<file path="src/rtl/ps2_capture_sequencer_if.sv">
// Signal bundle between the PS/2 byte receiver/consumer side and the capture sequencer.
// The master side drives requests and bytes, and the slave side (the sequencer) drives status and the assembled word.
interface ps2_capture_sequencer_if;
    logic        start;
    logic        byteValid;
    logic [7:0]  byteIn;
    logic        ack;
    logic [2:0]  estado;
    logic [3:0]  regEn;
    logic [31:0] data;
    logic        busy;
    logic        done;
    logic        timeoutErr;

    modport master (
        output start, byteValid, byteIn, ack,
        input  estado, regEn, data, busy, done, timeoutErr
    );

    modport slave (
        input  start, byteValid, byteIn, ack,
        output estado, regEn, data, busy, done, timeoutErr
    );
endinterface

</file>
<file path="src/rtl/ps2_capture_sequencer.sv">
// Collects four PS/2 bytes into a 32-bit word, one lane per capture state, and drives
// the 3-bit estado code for the register-enable decoder. An inter-byte timeout aborts a stalled capture into ERR.
module ps2_capture_sequencer #(
    parameter int TIMEOUT_CYCLES = 50000
) (
    input  logic                     clk_i,
    input  logic                     rst_i,
    ps2_capture_sequencer_if.slave   bus
);

    localparam int CW = (TIMEOUT_CYCLES > 1) ? $clog2(TIMEOUT_CYCLES) : 1;
    localparam logic [CW-1:0] CNT_LAST = CW'(TIMEOUT_CYCLES - 1);

    typedef enum logic [2:0] {
        IDLE = 3'b000,
        CAP0 = 3'b001,
        CAP1 = 3'b010,
        CAP2 = 3'b011,
        CAP3 = 3'b100,
        DONE = 3'b101,
        ERR  = 3'b110
    } state_e;

    state_e        state_q, state_d;
    logic [CW-1:0] cnt_q, cnt_d;
    logic [31:0]   data_q, data_d;
    logic [3:0]    regEn_q, regEn_d;
    logic          busy_q, busy_d;
    logic          done_q, done_d;
    logic          err_q, err_d;
    logic [1:0]    lane;

    always_comb begin
        state_d = state_q;
        cnt_d   = cnt_q;
        data_d  = data_q;
        regEn_d = '0;
        lane    = '0;
        case (state_q)
            IDLE: begin
                if (bus.start) begin
                    state_d = CAP0;
                    cnt_d   = '0;
                    data_d  = '0;
                end
            end
            CAP0, CAP1, CAP2, CAP3: begin
                // Capture codes are consecutive, so the lane is the code minus one and CAP3+1 lands on DONE.
                lane = 2'(state_q - 3'd1);
                if (bus.byteValid) begin
                    data_d[{lane, 3'b000} +: 8] = bus.byteIn;
                    regEn_d = 4'b0001 << lane;
                    cnt_d   = '0;
                    state_d = state_e'(state_q + 3'd1);
                end else if (cnt_q == CNT_LAST) begin
                    state_d = ERR;
                end else begin
                    cnt_d = cnt_q + CW'(1);
                end
            end
            DONE, ERR: begin
                if (bus.ack) begin
                    state_d = IDLE;
                end
            end
            default: state_d = IDLE;
        endcase

        busy_d = (state_d == CAP0) || (state_d == CAP1) ||
                 (state_d == CAP2) || (state_d == CAP3);
        done_d = (state_d == DONE);
        err_d  = (state_d == ERR);
    end

    always_ff @(posedge clk_i) begin
        if (rst_i) begin
            state_q <= IDLE;
            cnt_q   <= '0;
            data_q  <= '0;
            regEn_q <= '0;
            busy_q  <= 1'b0;
            done_q  <= 1'b0;
            err_q   <= 1'b0;
        end else begin
            state_q <= state_d;
            cnt_q   <= cnt_d;
            data_q  <= data_d;
            regEn_q <= regEn_d;
            busy_q  <= busy_d;
            done_q  <= done_d;
            err_q   <= err_d;
        end
    end

    assign bus.estado     = state_q;
    assign bus.regEn      = regEn_q;
    assign bus.data       = data_q;
    assign bus.busy       = busy_q;
    assign bus.done       = done_q;
    assign bus.timeoutErr = err_q;

endmodule

</file>
<file path="src/flat_wrapper.sv">
// flat-port wrapper written by rule: the top's interface ports become plain ports
module ps2_capture_sequencer_flat 
#(
    parameter int TIMEOUT_CYCLES = 50000
)
  (clk_i, rst_i, bus_start, bus_byteValid, bus_byteIn, bus_ack, bus_estado, bus_regEn, bus_data, bus_busy, bus_done, bus_timeoutErr);
  ps2_capture_sequencer_if bus_i ();
  input  logic clk_i;
  input  logic rst_i;
  input wire logic [$bits(bus_i.start)-1:0] bus_start;
  input wire logic [$bits(bus_i.byteValid)-1:0] bus_byteValid;
  input wire logic [$bits(bus_i.byteIn)-1:0] bus_byteIn;
  input wire logic [$bits(bus_i.ack)-1:0] bus_ack;
  output wire logic [$bits(bus_i.estado)-1:0] bus_estado;
  output wire logic [$bits(bus_i.regEn)-1:0] bus_regEn;
  output wire logic [$bits(bus_i.data)-1:0] bus_data;
  output wire logic [$bits(bus_i.busy)-1:0] bus_busy;
  output wire logic [$bits(bus_i.done)-1:0] bus_done;
  output wire logic [$bits(bus_i.timeoutErr)-1:0] bus_timeoutErr;
  assign bus_i.start = bus_start;
  assign bus_i.byteValid = bus_byteValid;
  assign bus_i.byteIn = bus_byteIn;
  assign bus_i.ack = bus_ack;
  assign bus_estado = bus_i.estado;
  assign bus_regEn = bus_i.regEn;
  assign bus_data = bus_i.data;
  assign bus_busy = bus_i.busy;
  assign bus_done = bus_i.done;
  assign bus_timeoutErr = bus_i.timeoutErr;
  ps2_capture_sequencer #(.TIMEOUT_CYCLES(TIMEOUT_CYCLES)) u_core (.clk_i(clk_i), .rst_i(rst_i), .bus(bus_i));
endmodule
</file>
<file path="config.mk">
export PLATFORM = sky130hd
export DESIGN_NAME = ps2_capture_sequencer_flat
export DESIGN_NICKNAME = d
export VERILOG_FILES = /design/src/rtl/ps2_capture_sequencer_if.sv /design/src/rtl/ps2_capture_sequencer.sv /design/src/flat_wrapper.sv
export SDC_FILE = /design/constraint.sdc
export NUM_CORES = 1
export LEC_CHECK = 0
export CAP_MARGIN = 20
export CORE_UTILIZATION = 53
export CTS_BUF_LIST = sky130_fd_sc_hd__clkbuf_4 sky130_fd_sc_hd__clkbuf_8
export DETAILED_ROUTE_END_ITERATION = 10
export PLACE_DENSITY = 0.94
export RECOVER_POWER = 25
export SLEW_MARGIN = 40
export SYNTH_ARGS = -nofsm -noshare
export SYNTH_HDL_FRONTEND = slang
export SYNTH_SLANG_ARGS = --single-unit
</file>
<file path="constraint.sdc">
create_clock -name clk_i -period 7.8 [get_ports clk_i]
set_input_delay 1.17 -clock clk_i [delete_from_list [all_inputs] [get_ports clk_i]]
set_output_delay 1.17 -clock clk_i [all_outputs]
set_load 0.005 [all_outputs]
</file>
### Yosys cells after proc, flatten, opt, wreduce, memory -nomap -nowiden

Index checks and enable logic that the tools add are counted.

* logic and storage cells: 55
* flip-flop bits (word level): 58
* input bits: 13

* multiplexer cells: 13
* shifts and indexed selects: 3
* bitwise logic cells: 2
* reductions and logical operators: 10
* eq/ne operators: 16
* $add $sub $neg: 4

Operator list (count)
* $mux 32: 2
* $pmux 32 s2: 1
* $mux 16: 3
* $bwmux 32: 1
* $pmux 16 s2: 1
* $shift 8x7->32 const A: 1
* $shiftx 8x7->32: 1
* $eq 3x3->1 const B: 6
* $add 16x1->16 const B: 1
* $eq 16x16->1 const B: 1
* $eq 3x2->1 const B: 4
* $mux 3: 4
* $pmux 3 s3: 1
* $neg 5->7: 1
* $eq 3x1->1 const B: 2
* $reduce_and 3->1: 2
* $ne 2x2->1 const B: 2
* $reduce_or 4->1: 1
* $shl 1x2->4 const A: 1
* $add 3x1->3 const B: 1
* $logic_not 3->1: 1
* $logic_or 1x1->1: 3
* $ne 3x3->1 const B: 1
* $reduce_or 3->1: 1
* other kinds (4): 5

### Logic depth before layout (Yosys ltp)

* depth in word-level cells: 8
* gate-level depth with buffers: 9
* mapped depth without buffers: 8

### Least setup slack after synthesis

Ideal clock, no wire load.

* path type: register -> register
* start: register u_core.state_q[0] (netlist: u_core.bus.estado[0])
* end: register u_core.busy_q (netlist: u_core.bus.busy)
* required time: 7670 ps
* cell stages (with the launch flop): 9
* data arrival time: 2377 ps
* library setup time: 130 ps
* setup slack: 5293 ps
* path through: dfxtp_1 -> inv_1 -> ha_1 -> or4_4 -> and3_1 -> o32a_1 -> a31oi_2 -> and3_1 -> nor3_2

* longest elaborated chain between the ends: 7

RTL lines
* start: declaration: RTL line ps2_capture_sequencer.sv:24 `state_e state_q, state_d;`
* start signal: assignment: RTL line ps2_capture_sequencer.sv:85 `state_q <= state_d;`
* $add 3x1->3, or another cell as far along: RTL line ps2_capture_sequencer.sv:54 `state_d = state_e'(state_q + 3'd1);`
* $mux 3, or another cell as far along: RTL line ps2_capture_sequencer.sv:50 `if (bus.byteValid) begin`
* $pmux 3 s3 (*): RTL line ps2_capture_sequencer.sv:39 `case (state_q)`
* $eq 3x1->1 / $eq 3x2->1 (equally long branches): RTL line ps2_capture_sequencer.sv:69 `busy_d = (state_d == CAP0) || (state_d == CAP1) ||`
* $logic_or 1x1->1 (2 in series): RTL line ps2_capture_sequencer.sv:69
* $logic_or 1x1->1 (*): RTL line ps2_capture_sequencer.sv:70 `(state_d == CAP2) || (state_d == CAP3);`
* end signal: assignment: RTL line ps2_capture_sequencer.sv:89 `busy_q <= busy_d;`
* end: declaration: RTL line ps2_capture_sequencer.sv:28 `logic busy_q, busy_d;`

Every way passes the cells marked *; elsewhere a longest branch is shown, timed or not.
A chain may end at the register's enable or synchronous reset.

### Worst setup path after layout

* start: register u_core.state_q[0] (netlist: u_core.bus.estado[0])
* end: register u_core.data_q[30] (netlist: u_core.bus.data[30])

* longest elaborated chain between the ends: 6

RTL lines
* $sub 2x1->2: RTL line ps2_capture_sequencer.sv:49 `lane = 2'(state_q - 3'd1);`
* $neg 5->7: RTL line ps2_capture_sequencer.sv:51 `data_d[{lane, 3'b000} +: 8] = bus.byteIn;`
* $shiftx 8x7->32 / $shift 8x7->32 (equally long branches): RTL line ps2_capture_sequencer.sv:51
* $bwmux 32: RTL line ps2_capture_sequencer.sv:51
* $mux 32: RTL line ps2_capture_sequencer.sv:50
* $pmux 32 s2: RTL line ps2_capture_sequencer.sv:39
* end signal: assignment: RTL line ps2_capture_sequencer.sv:87 `data_q <= data_d;`
* end: declaration: RTL line ps2_capture_sequencer.sv:26 `logic [31:0] data_q, data_d;`

Several ways; a longest one is shown, not always the timed one. The select of a mux whose other input is x is not followed.

==> impl_metrics.env <==
export IMPL_core_area_um2=4723
export IMPL_route_detailed_drc=0
export IMPL_cp_start_kind="flip-flop"
export IMPL_power_density_nw_per_um2=237.3
export IMPL_fin_crit_sh=0.4411
export IMPL_avgSynthCellArea_um2=9.270
export IMPL_synth_area_leaders="dfxtp_1 45%, a22oi_1 9.2%, nor2_1 8.2%"
export IMPL_synth_edff_count=0
export IMPL_p_sw_frac=0.3544
export IMPL_slew_headroom=0.5618
export IMPL_critPathMaxStageDelay_ns=0.66
export IMPL_fin_nets=359
export IMPL_grt_max_degree=46
export IMPL_sequentialPowerShare=0.398
export IMPL_drt_total_wl_mm=6.584
export IMPL_overflow=0
export IMPL_area_sequential_um2=1161
export IMPL_maxSlewViolCount=0
export IMPL_endpoint_kind="flip-flop"
export IMPL_rsz0062_at_grt="false"
export IMPL_synthCells=281
export IMPL_ir_drop_mv=0.1321
export IMPL_gp_congestion=0.8498
export IMPL_power_leakage_nw=1.267
export IMPL_drt_vias_per_instance=5.895
export IMPL_synth_commonest_cells="58 x dfxtp_1, 57 x nor2_1, 32 x a22oi_1"
export IMPL_finClkSkew_ns=0.01371
export IMPL_numCtsBuffers=9
export IMPL_initial_core_util=0.5515
export IMPL_syn_area_um2=2605
export IMPL_num_rows=25
export IMPL_synth_nets=302
export IMPL_worst_slack_ns=4.359
export IMPL_dp_final_hpwl_mm=4.260
export IMPL_combPwrFrac=0.281
export IMPL_ys_warn_count=0
export IMPL_synth_async_reset_ratio=0
export IMPL_utilization=0.7139
export IMPL_clk_latency_ns=0.35
export IMPL_area_growth_pct=29.44
export IMPL_h_tree_depth=3
export IMPL_num_io_pins=55
export IMPL_path_class="reg2reg"
export IMPL_cap_violations=0
export IMPL_drt_pass1_iterations=5
export IMPL_path_cells="inv_1, ha_1, or4_1, nand2_1, o21ai_4, nor4_4, a22oi_1, nor2_1"
export IMPL_drtIter0Drc=273
export IMPL_period_minus_slack_ns=3.441
export IMPL_synth_top_area_cell="dfxtp_1"
export IMPL_cts_sinks=58
export IMPL_ys_flop_type="dfxtp_1"
export IMPL_ys_seq_area_frac=0.4457
export IMPL_cts_setup_buffers=0
export IMPL_total_power_mw=0.8003
export IMPL_drive_above_1_share=0.09621
export IMPL_multi_input_area_um2=1383
export IMPL_placed_area_um2=3189
export IMPL_p_clk_frac=0.321
export IMPL_synth_distinct_cells=49
export IMPL_nFillCells=347
export IMPL_dpl_worst_slack_ns=4.548
export IMPL_power_switching_mw=0.2836
export IMPL_crit_slowest_cell="dfxtp_1"
export IMPL_clockBufferDepth=2
export IMPL_status="complete, no violations"
export IMPL_cp_required_ns=8.08
export IMPL_grt_pass1_vias=2223
export IMPL_die_area_um2=5199
export IMPL_synth_most_common_cell="dfxtp_1"
export IMPL_stdcell_count=410
export IMPL_grt_pass1_wl_mm=10.45
export IMPL_stdcell_area_um2=3372
export IMPL_n_antenna_cell=0
export IMPL_dieHeight_um=72.11
export IMPL_grt_usage=0.2650
export IMPL_setup_viol=0
export IMPL_root_buffer="clkbuf_8"
export IMPL_min_path_type="reg2reg"
export IMPL_cts_repair_resized=0
export IMPL_place_inst=394
export IMPL_hold_viol=0
export IMPL_grt_antenna_before_repair=0
export IMPL_die_x_um=72.11
export IMPL_port_buffers=54
export IMPL_synth_top_area_frac=0.4457
export IMPL_fmax_ghz=0.2906
export IMPL_holdWs_ns=0.4910
export IMPL_worst_slew_pin_slew_ns=0.6529
export IMPL_dr_total_vias=2417
export IMPL_p_int_mw=0.5167
export IMPL_tritoncts="done"
export IMPL_antenna_left=0
export IMPL_wire_per_inst_um=16.06
export IMPL_worstPathArrival_ns=3.72
export IMPL_finalSetupTns_ns=0
export IMPL_postCtsHoldBufs=0
export IMPL_ys_ff_latch=58
export IMPL_cts_reportedPaths_clkPinSlew_ns=0.06
export IMPL_worstPathMaxFanout=13
[layout by cell type, fill, tap and decap left out, types with 2 or more instances in the layout]
cell,n
nand2_1,12
and2_1,6
o21ai_1,2
nand3_1,14
clkinv_2,2
a22oi_1,32
and4_1,2
nor3_1,5
nor3_2,2
nand4_1,2
nor4_1,3
xnor2_1,7
a21oi_1,4
nor4bb_1,2
nor2b_1,11
xor2_1,6
o21ai_0,5
inv_1,3
nand2b_1,2
ha_1,8
nor3b_1,2
dfxtp_1,58
clkbuf_8,11
nor4_4,2
clkdlybuf4s50_1,31
and3_1,5
dlygate4sd3_1,23
nor2_1,57
[path summary, 6_finish.rpt]
kind	from	to	slack, ns	cells past startpoint
setup / recovery	u_core.bus.estado[0]	u_core.bus.data[30]	4.36	8
hold / removal	u_core.cnt_q[1]	u_core.cnt_q[1]	0.49	2
setup reg to reg	u_core.bus.estado[0]	u_core.bus.data[30]	4.36	8
hold reg to reg	u_core.cnt_q[1]	u_core.cnt_q[1]	0.49	2
[sequential cells by signal (all words and copies together) (netlist names)]
signal                 count
u_core.bus.regEn           4
u_core.bus.estado          3
u_core.cnt_q              16
u_core.bus.busy            1
u_core.bus.data           32
u_core.bus.timeoutErr      1
u_core.bus.done            1
[final cells by class]
class                      instances  share of cell area
multi-input combinational        211              0.4100
sequential                        58              0.3443
timing repair buffer              55              0.1625
clock buffer                      12             0.04712
tap                               67             0.02486
clock inverter                     4            0.007792
inverter                           3            0.003340
[metal layers]
layer | vias to the layer above | share of wire | GRT usage
li1 | 1113 | - | -
met1 | 1164 | 0.42 | 0.3242
met5 | - | 0 | 0
met2 | 122 | 0.47 | 0.4185
met4 | 0 | 0.019 | 0.1176
met3 | 18 | 0.087 | 0.09722
[cell families after synthesis]
| kind of cell | count (synthesis) | share of synthesized area |
|---|---|---|
| flip-flops | 58 | 0.4457 |
| XOR/XNOR | 13 | 0.04371 |
| adder cells (fa/ha/maj) | 8 | 0.03843 |
| AO/OA/AOI/OAI | 56 | 0.1672 |
| buffers and inverters | 12 | 0.02258 |
| AND/OR/NAND/NOR | 134 | 0.2824 |
[power groups by stage]
| stage | combinational [mW] | clock (mW) | sequential (mW) |
|---|---|---|---|
| 3_5_place_dp | 0.221 | 0 | 0.325 |
| 6_report | 0.225 | 0.257 | 0.319 |
| 4_1_cts | 0.224 | 0.258 | 0.319 |
| 3_3_place_gp | 0.216 | 0 | 0.325 |
| 2_1_floorplan | 0.164 | 0 | 0.323 |
| 5_1_grt | 0.241 | 0.274 | 0.320 |
[worst max-delay path: cells and delay by family (launching register included)]
kind | cells | cell delay [ns]
buffers and inverters | 1 | 0.25
AND/OR/NAND/NOR | 4 | 1.77
adder cells (fa/ha/maj) | 1 | 0.30
flip-flops | 1 | 0.66
AO/OA/AOI/OAI | 2 | 0.38
(Power assumes the default switching activity.)
==> RTL edit, RTL diff (same flow settings) <==
`TIMEOUT_CYCLES` is set to 50000 in 2 places; all go to 12500.
--- a/src/rtl/ps2_capture_sequencer.sv
+++ b/src/rtl/ps2_capture_sequencer.sv
@@ -2,5 +2,5 @@
 // the 3-bit estado code for the register-enable decoder. An inter-byte timeout aborts a stalled capture into ERR.
 module ps2_capture_sequencer #(
-    parameter int TIMEOUT_CYCLES = 50000
+    parameter int TIMEOUT_CYCLES = 12500
 ) (
     input  logic                     clk_i,
--- a/src/flat_wrapper.sv
+++ b/src/flat_wrapper.sv
@@ -2,5 +2,5 @@
 module ps2_capture_sequencer_flat 
 #(
-    parameter int TIMEOUT_CYCLES = 50000
+    parameter int TIMEOUT_CYCLES = 12500
 )
   (clk_i, rst_i, bus_start, bus_byteValid, bus_byteIn, bus_ack, bus_estado, bus_regEn, bus_data, bus_busy, bus_done, bus_timeoutErr);
Function: no difference found for any inputs over 10 cycles, from zero or initial values and one cycle with rst_i high; that may be too few to reach the edited logic, so the function may still have changed.
==> RTL edit against the original RTL <==
The run now ends with design-rule violations left; setup slack improved by 0.42 ns; sequential power fell by 5%; total power down 24%; die area fell by 3.2%; cell area decreased by 7.0%; sequential cell count is 2 lower; sequential share of layout area grew 1.3 points; wire length is 13% lower; synthesized area is 3.3% lower; global-route usage shrank 3.1 points; critical path type unchanged.
==> RTL edit: results (changes against the original RTL) <==
outcome=complete, but fails checks (was finished, final reports clean); failing checks=design-rule violations; fin crit period=3.03 ns (was 3.44 ns); Slew @ Worst Pin=0.637 ns (was 0.653 ns); final wirelength=5700 microns (was 6580 microns); Critical Path Fanout Max=14 (was 13); Remaining DRCs=6 (was 0); fraction of final layout cells sized beyond drive strength 1=7.41% (was 9.62%); CTS clk-pin slew, worst paths=0.10 ns (was 0.06 ns); largest net degree at the start of global routing=30 (was 46); Compound-Gate Fraction of Synth Area=18.0% (was 16.7%); synth top area cells=dfxtp_1 (45%), a22o_1 (5.6%), nand2_1 (5.5%) (was dfxtp_1 (45%), a22oi_1 (9.2%), nor2_1 (8.2%)); sequential-to-total area share from yosys stat=44.5% (was 44.6%); Gate power share=24.3% (was 28.1%); Vias/cell=5.89 (was 5.90); Final HPWL DP=4250 microns (was 4260 microns); Non-Filler Instances=376 (was 410); first-pass GRT wire length=9330 microns (was 10500 microns); Min-Delay Startpoint=u_core.bus.data[26]$_SDFFE_PP0P_ (was u_core.cnt_q[1]$_SDFFE_PP0P_); Lkg Pwr=1.18 nW (was 1.27 nW); worst skew pair latency=0.31 ns (was 0.35 ns); Hold EP=u_core.bus.data[26]$_SDFFE_PP0P_ (was u_core.cnt_q[1]$_SDFFE_PP0P_); vias in the first global route=1991 (was 2223); area grow syn2layout=24.4% (was 29.4%); number of DRC markers in iteration 0=190 (was 273); pre-CTS WS=4.56 ns (was 4.55 ns); Post-Syn Instances=271 (was 281); peak supply drop=0.111 mV (was 0.132 mV); Num CTS Buffers=5 (was 9); Commonest cells post-synth=dfxtp_1 (56), nand2_1 (37), nor2_1 (29), nand3_1 (22), a21oi_1 (20) (was dfxtp_1 (58), nor2_1 (57), a22oi_1 (32), nand3_1 (14)); Placer Congestion=0.864 (was 0.850); Synth Area in Adders=3.97% (was 3.84%); Sequential Power=0.302 mW (was 0.319 mW); clock skew=0.00821 ns (was 0.0137 ns); fillcell total=353 (was 347); PD cells=195 mW/mm^2 (was 237 mW/mm^2); Post-Syn Nets=292 (was 302)
[RTL edit: changes by cell type after synthesis, sizes merged, moves of 4 or more]
cell   change
a21oi     +18
nor2      -27
nand2     +25
a22oi     -31
o21ai      -6
xor2       -4
nand3      +9
a22o      +15
and2       -5
nor2b     -10
[RTL edit: area by class of cell]
class / instances / share of cell area, %
flip-flops and latches: 56 / 35.8
clock inverters: 3 / 0.719
clock buffers: 5 / 2.20
inverters: 6 / 0.719
multi-input cells: 200 / 41.4
well taps: 52 / 2.08
repair buffers: 54 / 17.1
[RTL edit: routing by layer]
| layer | routed length (microns) | GRT usage [%] | part of all wire (%) | vias up |
|---|---|---|---|---|
| met5 | 0 | 0 | 0 | - |
| met3 | 328 | 4.42 | 5.8 | 12 |
| li1 | - | - | - | 1083 |
| met2 | 2740 | 39.1 | 48 | 84 |
| met1 | 2530 | 30.5 | 44 | 1034 |
| met4 | 96 | 8.44 | 1.7 | 0 |
